[src/rtl/note_source_sequencer_pkg.sv]
// note_source_sequencer_pkg
//   Shared definitions for the note source sequencer:
//   - mode encodings (FREE/PLAY/UART/LEARN)
//   - note/pitch field widths and the one-hot note type
//   - sequencer FSM state encoding
//   - UART byte to one-hot note decoder
package note_source_sequencer_pkg;

    localparam int NOTE_W    = 7;                 // one-hot note field [6:0]
    localparam int PITCH_W   = 3;                 // one-hot pitch field [9:7]
    localparam int NOTE_BITS = NOTE_W + PITCH_W;

    typedef logic [NOTE_BITS-1:0] note_t;

    typedef enum logic [1:0] {
        MODE_FREE  = 2'd0,
        MODE_PLAY  = 2'd1,
        MODE_UART  = 2'd2,
        MODE_LEARN = 2'd3
    } mode_e;

    typedef enum logic [1:0] {
        ST_RUN    = 2'd0,
        ST_MUTE   = 2'd1,
        ST_COMMIT = 2'd2
    } state_e;

    // byte[2:0] = k selects note bit k-1, byte[4:3] = p selects pitch bit
    // NOTE_W+p. k==0 or p==3 are not valid notes and decode to silence.
    function automatic note_t decode_uart_byte(input logic [7:0] b);
        note_t      n;
        logic [2:0] k;
        logic [1:0] p;
        n = '0;
        k = b[2:0];
        p = b[4:3];
        if (k != 3'd0 && p != 2'd3) begin
            n[int'(k) - 1]      = 1'b1;
            n[NOTE_W + int'(p)] = 1'b1;
        end
        return n;
    endfunction

endpackage

[src/rtl/note_source_sequencer_if.sv]
// note_source_sequencer_if
//   Groups the mode request, note sources, UART byte strobe and the
//   sequencer outputs.
//   master: drives mode_req, pin_note, db_note, learn_note, uart_byte,
//           uart_valid; observes cur_mode, note_out, busy, hit.
//   slave : the sequencer side (mirror of master).
interface note_source_sequencer_if;
    import note_source_sequencer_pkg::*;

    logic [1:0] mode_req;
    note_t      pin_note;
    note_t      db_note;
    note_t      learn_note;
    logic [7:0] uart_byte;
    logic       uart_valid;
    logic [1:0] cur_mode;
    note_t      note_out;
    logic       busy;
    logic       hit;

    modport master (
        output mode_req, pin_note, db_note, learn_note, uart_byte, uart_valid,
        input  cur_mode, note_out, busy, hit
    );

    modport slave (
        input  mode_req, pin_note, db_note, learn_note, uart_byte, uart_valid,
        output cur_mode, note_out, busy, hit
    );

endinterface

[src/rtl/note_source_sequencer_uart_note_hold.sv]
// uart_note_hold
//   Decodes each received UART byte into a one-hot note and keeps it
//   sounding for UART_HOLD cycles. A new byte replaces the note and
//   restarts the hold. Runs regardless of the sequencer mode.
//   Ports:
//     clk, rst    clock, asynchronous active-high reset
//     uart_byte   received byte
//     uart_valid  one-cycle strobe qualifying uart_byte
//     uart_note   held one-hot note (zero when the hold has expired)
module uart_note_hold
    import note_source_sequencer_pkg::*;
#(
    parameter int UART_HOLD = 50000
) (
    input  logic       clk,
    input  logic       rst,
    input  logic [7:0] uart_byte,
    input  logic       uart_valid,
    output note_t      uart_note
);

    localparam logic [19:0] HOLD_LOAD = 20'(UART_HOLD);

    logic [19:0] hold_reg;
    note_t       note_reg;

    always_ff @(posedge clk or posedge rst) begin
        if (rst) begin
            hold_reg <= '0;
            note_reg <= '0;
        end else if (uart_valid) begin
            note_reg <= decode_uart_byte(uart_byte);
            hold_reg <= HOLD_LOAD;
        end else if (hold_reg != '0) begin
            hold_reg <= hold_reg - 20'd1;
            // Clearing on the 1->0 step gives exactly UART_HOLD sounding cycles.
            if (hold_reg == 20'd1) begin
                note_reg <= '0;
            end
        end
    end

    assign uart_note = note_reg;

endmodule

[src/rtl/note_source_sequencer.sv]
// note_source_sequencer
//   Selects which note source drives the buzzer/LED/VGA. A mode change
//   mutes the output for MUTE_CYCLES cycles plus one commit cycle before
//   the new mode takes effect. In LEARN mode a one-cycle hit pulse marks
//   the key press matching the target note.
//   Ports:
//     clk, rst  clock, asynchronous active-high reset
//     bus       slave side of note_source_sequencer_if:
//               mode_req, pin_note, db_note, learn_note, uart_byte,
//               uart_valid in; cur_mode, note_out, busy, hit out
module note_source_sequencer
    import note_source_sequencer_pkg::*;
#(
    parameter int MUTE_CYCLES = 16,
    parameter int UART_HOLD   = 50000
) (
    input  logic                    clk,
    input  logic                    rst,
    note_source_sequencer_if.slave  bus
);

    localparam logic [7:0] MUTE_LOAD = 8'(MUTE_CYCLES - 1);

    state_e     state_reg, state_next;
    mode_e      cur_mode_reg, cur_mode_next;
    mode_e      pending_reg, pending_next;
    logic [7:0] cnt_reg, cnt_next;
    note_t      note_out_reg, note_out_next;
    logic       hit_reg, hit_next;
    logic       match_prev_reg;
    logic       match;
    mode_e      mode_req_m;
    note_t      uart_note;
    note_t      src_note;

    uart_note_hold #(
        .UART_HOLD (UART_HOLD)
    ) u_uart_note_hold (
        .clk        (clk),
        .rst        (rst),
        .uart_byte  (bus.uart_byte),
        .uart_valid (bus.uart_valid),
        .uart_note  (uart_note)
    );

    assign mode_req_m = mode_e'(bus.mode_req);

    always_ff @(posedge clk or posedge rst) begin
        if (rst) begin
            state_reg      <= ST_RUN;
            cur_mode_reg   <= MODE_FREE;
            pending_reg    <= MODE_FREE;
            cnt_reg        <= '0;
            note_out_reg   <= '0;
            hit_reg        <= 1'b0;
            match_prev_reg <= 1'b0;
        end else begin
            state_reg      <= state_next;
            cur_mode_reg   <= cur_mode_next;
            pending_reg    <= pending_next;
            cnt_reg        <= cnt_next;
            note_out_reg   <= note_out_next;
            hit_reg        <= hit_next;
            match_prev_reg <= match;
        end
    end

    // Next-state logic
    always_comb begin
        state_next    = state_reg;
        cur_mode_next = cur_mode_reg;
        pending_next  = pending_reg;
        cnt_next      = cnt_reg;
        case (state_reg)
            ST_RUN: begin
                if (mode_req_m != cur_mode_reg) begin
                    pending_next = mode_req_m;
                    cnt_next     = MUTE_LOAD;
                    state_next   = ST_MUTE;
                end
            end
            ST_MUTE: begin
                // Any change of the request restarts the full mute, even a
                // return to the current mode (the commit is then a no-op).
                if (mode_req_m != pending_reg) begin
                    pending_next = mode_req_m;
                    cnt_next     = MUTE_LOAD;
                end else if (cnt_reg == 8'd0) begin
                    state_next = ST_COMMIT;
                end else begin
                    cnt_next = cnt_reg - 8'd1;
                end
            end
            ST_COMMIT: begin
                cur_mode_next = pending_reg;
                state_next    = ST_RUN;
            end
            default: begin
                state_next = ST_RUN;
            end
        endcase
    end

    // Source mux keyed on the mode in force after this edge, so the first
    // note after a commit already comes from the newly committed source.
    always_comb begin
        src_note = '0;
        case (cur_mode_next)
            MODE_FREE:  src_note = bus.pin_note;
            MODE_PLAY:  src_note = bus.db_note;
            MODE_UART:  src_note = uart_note;
            MODE_LEARN: src_note = bus.pin_note;
            default:    src_note = '0;
        endcase
        note_out_next = (state_next == ST_RUN) ? src_note : '0;
    end

    // Rising-edge detect on the match condition gives one pulse per press.
    always_comb begin
        match = (cur_mode_reg == MODE_LEARN) && (state_reg == ST_RUN) &&
                (bus.learn_note != '0) && (bus.pin_note == bus.learn_note);
        hit_next = match && !match_prev_reg;
    end

    assign bus.cur_mode = cur_mode_reg;
    assign bus.note_out = note_out_reg;
    assign bus.busy     = (state_reg != ST_RUN);
    assign bus.hit      = hit_reg;

endmodule

[src/flat_wrapper.sv]
// flat-port wrapper written by rule: the top's interface ports become plain ports
module note_source_sequencer_flat import note_source_sequencer_pkg::*;
#(
    parameter int MUTE_CYCLES = 16,
    parameter int UART_HOLD   = 50000
)
  (clk, rst, bus_mode_req, bus_pin_note, bus_db_note, bus_learn_note, bus_uart_byte, bus_uart_valid, bus_cur_mode, bus_note_out, bus_busy, bus_hit);
  note_source_sequencer_if bus_i ();
  input  logic clk;
  input  logic rst;
  input wire logic [$bits(bus_i.mode_req)-1:0] bus_mode_req;
  input wire logic [$bits(bus_i.pin_note)-1:0] bus_pin_note;
  input wire logic [$bits(bus_i.db_note)-1:0] bus_db_note;
  input wire logic [$bits(bus_i.learn_note)-1:0] bus_learn_note;
  input wire logic [$bits(bus_i.uart_byte)-1:0] bus_uart_byte;
  input wire logic [$bits(bus_i.uart_valid)-1:0] bus_uart_valid;
  output wire logic [$bits(bus_i.cur_mode)-1:0] bus_cur_mode;
  output wire logic [$bits(bus_i.note_out)-1:0] bus_note_out;
  output wire logic [$bits(bus_i.busy)-1:0] bus_busy;
  output wire logic [$bits(bus_i.hit)-1:0] bus_hit;
  assign bus_i.mode_req = bus_mode_req;
  assign bus_i.pin_note = bus_pin_note;
  assign bus_i.db_note = bus_db_note;
  assign bus_i.learn_note = bus_learn_note;
  assign bus_i.uart_byte = bus_uart_byte;
  assign bus_i.uart_valid = bus_uart_valid;
  assign bus_cur_mode = bus_i.cur_mode;
  assign bus_note_out = bus_i.note_out;
  assign bus_busy = bus_i.busy;
  assign bus_hit = bus_i.hit;
  note_source_sequencer #(.MUTE_CYCLES(MUTE_CYCLES), .UART_HOLD(UART_HOLD)) u_core (.clk(clk), .rst(rst), .bus(bus_i));
endmodule
[config.mk]
export PLATFORM = sky130hd
export DESIGN_NAME = note_source_sequencer_flat
export DESIGN_NICKNAME = d
export VERILOG_FILES = /design/src/rtl/note_source_sequencer_pkg.sv /design/src/rtl/note_source_sequencer_if.sv /design/src/rtl/note_source_sequencer_uart_note_hold.sv /design/src/rtl/note_source_sequencer.sv /design/src/flat_wrapper.sv
export SDC_FILE = /design/constraint.sdc
export NUM_CORES = 1
export LEC_CHECK = 0
export CORE_ASPECT_RATIO = 0.75
export CORE_MARGIN = 4
export CORE_UTILIZATION = 44
export CTS_CLUSTER_DIAMETER = 150
export DETAILED_ROUTE_END_ITERATION = 10
export PLACE_DENSITY = 0.69
export SLEW_MARGIN = 40
export SYNTH_ARGS = -nofsm -noshare
export SYNTH_HDL_FRONTEND = slang
export SYNTH_SLANG_ARGS = --single-unit
[constraint.sdc]
create_clock -name clk -period 4.4 [get_ports clk]
set_input_delay 0.66 -clock clk [delete_from_list [all_inputs] [get_ports clk]]
set_output_delay 0.66 -clock clk [all_outputs]
set_load 0.01 [all_outputs]
==> impl_metrics.tcl <==
set metrics [dict create \
    setup_viol 0 \
    drv_cap 0 \
    fin_setup_tns_ns 0 \
    place_hpwl_mm 5.60 \
    startpoint "u_core.state_reg[0]$_DFF_PP0_" \
    ys_seq_elements 56 \
    grt_use_total_pct 18.0 \
    drt_iter0_markers 131 \
    cp_slowest_cell "clkdlybuf4s50_1" \
    regToRegEndpoint "u_core.u_uart_note_hold.hold_reg[3]$_DFFE_PP0P_" \
    syn_area_um2 3240 \
    fin_crit_sh_pct 51.7 \
    r2r_start "u_core.u_uart_note_hold.hold_reg[18]$_DFFE_PP0P_" \
    hold_buffers 0 \
    synth-xor-area-share_pct 3.79 \
    synth_edf_count 0 \
    synth.distinct_cells 56 \
    start_util_pct 46.3 \
    cts_buffers 5 \
    core-area_um2 6990 \
    tightestPinTransition_ns 0.631 \
    final_cells 489 \
    diodes 0 \
    worstHoldPathType "reg -> reg" \
    drive_gt1_share_pct 9.46 \
    synth_compound_area_share_pct 15.3 \
    tritoncts "yes" \
    synth_area_per_cell_um2 9.58 \
    yosysWarnings 0 \
    vdd_drop_max_mv 0.157 \
    r2r.worst_path.cells 5 \
    synth_largest_area_cell "dfrtp_1" \
    final_cell_area_um2 3970 \
    seqCellArea_um2 1400 \
    gp_congestion 0.846 \
    timing_hold_violations_final 0 \
    wl_mm 7.58 \
    hold_depth 1 \
    grt_max_degree 34 \
    grt_pass1_vias 2581 \
    cp_data_required_time_ns 3.74 \
    num-nets-final 440 \
    die_h_um 82.3 \
    postCtsSetupRepairBufs 0 \
    critPathCapture "bus_busy" \
    setup.worst_path.class "reg -> out" \
    avgViaCountPerCell 5.57 \
    place_inst 481 \
    synth_nets 388 \
    cts_resized 0 \
    dpl_cell_area_um2 3870 \
    synthFlopType "dfrtp_1" \
    synthAdderAreaFrac_pct 2.71 \
    cp_max_fo 5 \
    cp-end-kind "output port" \
    total_leakage_power_nw 1.60 \
    cts_max_path_buffers 2 \
    ant_nets 0 \
    crit_path_start_kind "flop" \
    cts_max_level 2 \
    rows 26 \
    final_common_cell "dfrtp_1" \
    wl_per_cell_um 15.5 \
    fin_crit_ns 2.28 \
    grt_pass1_wl_mm 12.8 \
    vias 2724 \
    fillers 620 \
    grt-ovfl-total 0 \
    clkSinkCount 56 \
    io_buffers 53 \
    yosys.area_share.simple_pct 25.3 \
    ios 57 \
    antenna_found_initial 0 \
    multi_input_area_um2 1740 \
    slew_headroom_pct 57.8 \
    synthMuxAreaShare_pct 6.49 \
    clockRootBuffer "clkbuf_8" \
    largest_register_ffs 20 \
    syn_to_final_growth_pct 22.5 \
    worstPathArrival_ns 1.62 \
    netlist_top_cells_area "dfrtp_1 43%, nor2_1 4.6%, a21oi_1 3.4%" \
    syn_inst 338 \
    first_pass_iters 4 \
    most-common-layout-cells "56 x dfrtp_1, 53 x clkdlybuf4s50_1, 40 x nor2_1" \
    dieArea_um2 8810 \
    synth_top_area_share_pct 43.3 \
    ys_seq_area_share_pct 43.3 \
    r2r_setup_slack_ns 2.20 \
    p_per_area_nw_per_um2 289 \
    crit_chain "nor2_1 -> inv_1 -> clkdlybuf4s50_1" \
    dieWidth_um 107 \
    cts.reportedPaths.clkPinSlew_ns 0.11 \
    fin_skew_ns 0.0123 \
    slew_violations 0 \
    synth_top_family_by_area "simple AND/OR/NAND/NOR gates" \
    rsz0062_at_grt "false" \
    clk_latency_ns 0.31 \
    cp_slowest_stage_delay_ns 0.49 \
    async_reset_ff_share_pct 100 \
    worst_hold_slack_ns 0.443 \
    drc_errors 0 \
    max_freq_mhz 439 \
    status "finished clean" \
]
==> report_power, final <==
group | switching, W | total (W) | internal [W]
Clock | 0.000180 | 0.000294 | 0.000114
Sequential | 0.0000337 | 0.000581 | 0.000548
Combinational | 0.000140 | 0.000269 | 0.000130
==> worst max-delay path, delay by kind of cell, from the launching register on <==
kind | cells | cell delay, ns
AND/OR/NAND/NOR | 1 | 0.31
flip-flops | 1 | 0.42
buffers and inverters | 2 | 0.57
==> cell type report <==
cell class | instances | share of cell area [%]
multi-input combinational | 258 | 43.9
tap | 98 | 3.09
timing repair buffer | 57 | 14.2
clock buffer | 5 | 1.74
clock inverter | 3 | 0.536
sequential | 56 | 35.3
inverter | 12 | 1.14
==> worst min-delay path by stage <==
stage,start,endpoint,slack (ns)
global route,u_core.match_prev_reg$_DFF_PP0_,u_core.bus.hit$_DFF_PP0_,0.45
global placement,u_core.match_prev_reg$_DFF_PP0_,u_core.bus.hit$_DFF_PP0_,0.40
CTS,u_core.match_prev_reg$_DFF_PP0_,u_core.bus.hit$_DFF_PP0_,0.45
finish,u_core.match_prev_reg$_DFF_PP0_,u_core.bus.hit$_DFF_PP0_,0.44
detailed placement,u_core.match_prev_reg$_DFF_PP0_,u_core.bus.hit$_DFF_PP0_,0.42
floorplan,u_core.match_prev_reg$_DFF_PP0_,u_core.bus.hit$_DFF_PP0_,0.38
==> metal layers <==
| layer | up-vias | GRT usage (%) | share of wire, % |
|---|---|---|---|
| met5 | - | 0 | 0 |
| met4 | 0 | 2.30 | 0.34 |
| met3 | 4 | 3.65 | 4.7 |
| met2 | 42 | 27.5 | 44 |
| met1 | 1329 | 27.1 | 51 |
| li1 | 1349 | - | - |
==> stage by stage <==
stage          power [W]  worst slack, ns  utilization (%)
2_1_floorplan   0.000757             2.37                -
3_3_place_gp    0.000852             1.88             55.2
3_5_place_dp    0.000859             1.86             55.3
4_1_cts          0.00115             2.12             56.6
5_1_grt          0.00120             2.00             56.7
6_report         0.00114             2.12             56.7
==> cells in the mapped netlist (all sizes together) (7+ instances only) <==
| master | number |
|---|---|
| a21oi | 22 |
| nand2 | 20 |
| mux2 | 10 |
| nor4 | 10 |
| dfrtp | 56 |
| nor3 | 12 |
| ha | 7 |
| inv | 12 |
| nor2b | 11 |
| nor2 | 40 |
| or3 | 11 |
| clkbuf | 10 |
| mux2i | 9 |
| a22oi | 10 |
| nand3 | 13 |
| xnor2 | 8 |
==> logic make-up (layout without fill, tap and decap cells) <==
| family | after synthesis | in the layout |
|---|---|---|
| xor+xnor | 14 | 14 |
| mux | 19 | 19 |
| flops | 56 | 56 |
| simple gates | 147 | 147 |
| fa+ha+maj | 7 | 7 |
| buf+inv | 24 | 77 |
| compound gates | 71 | 71 |
(Power assumes the default switching activity.)
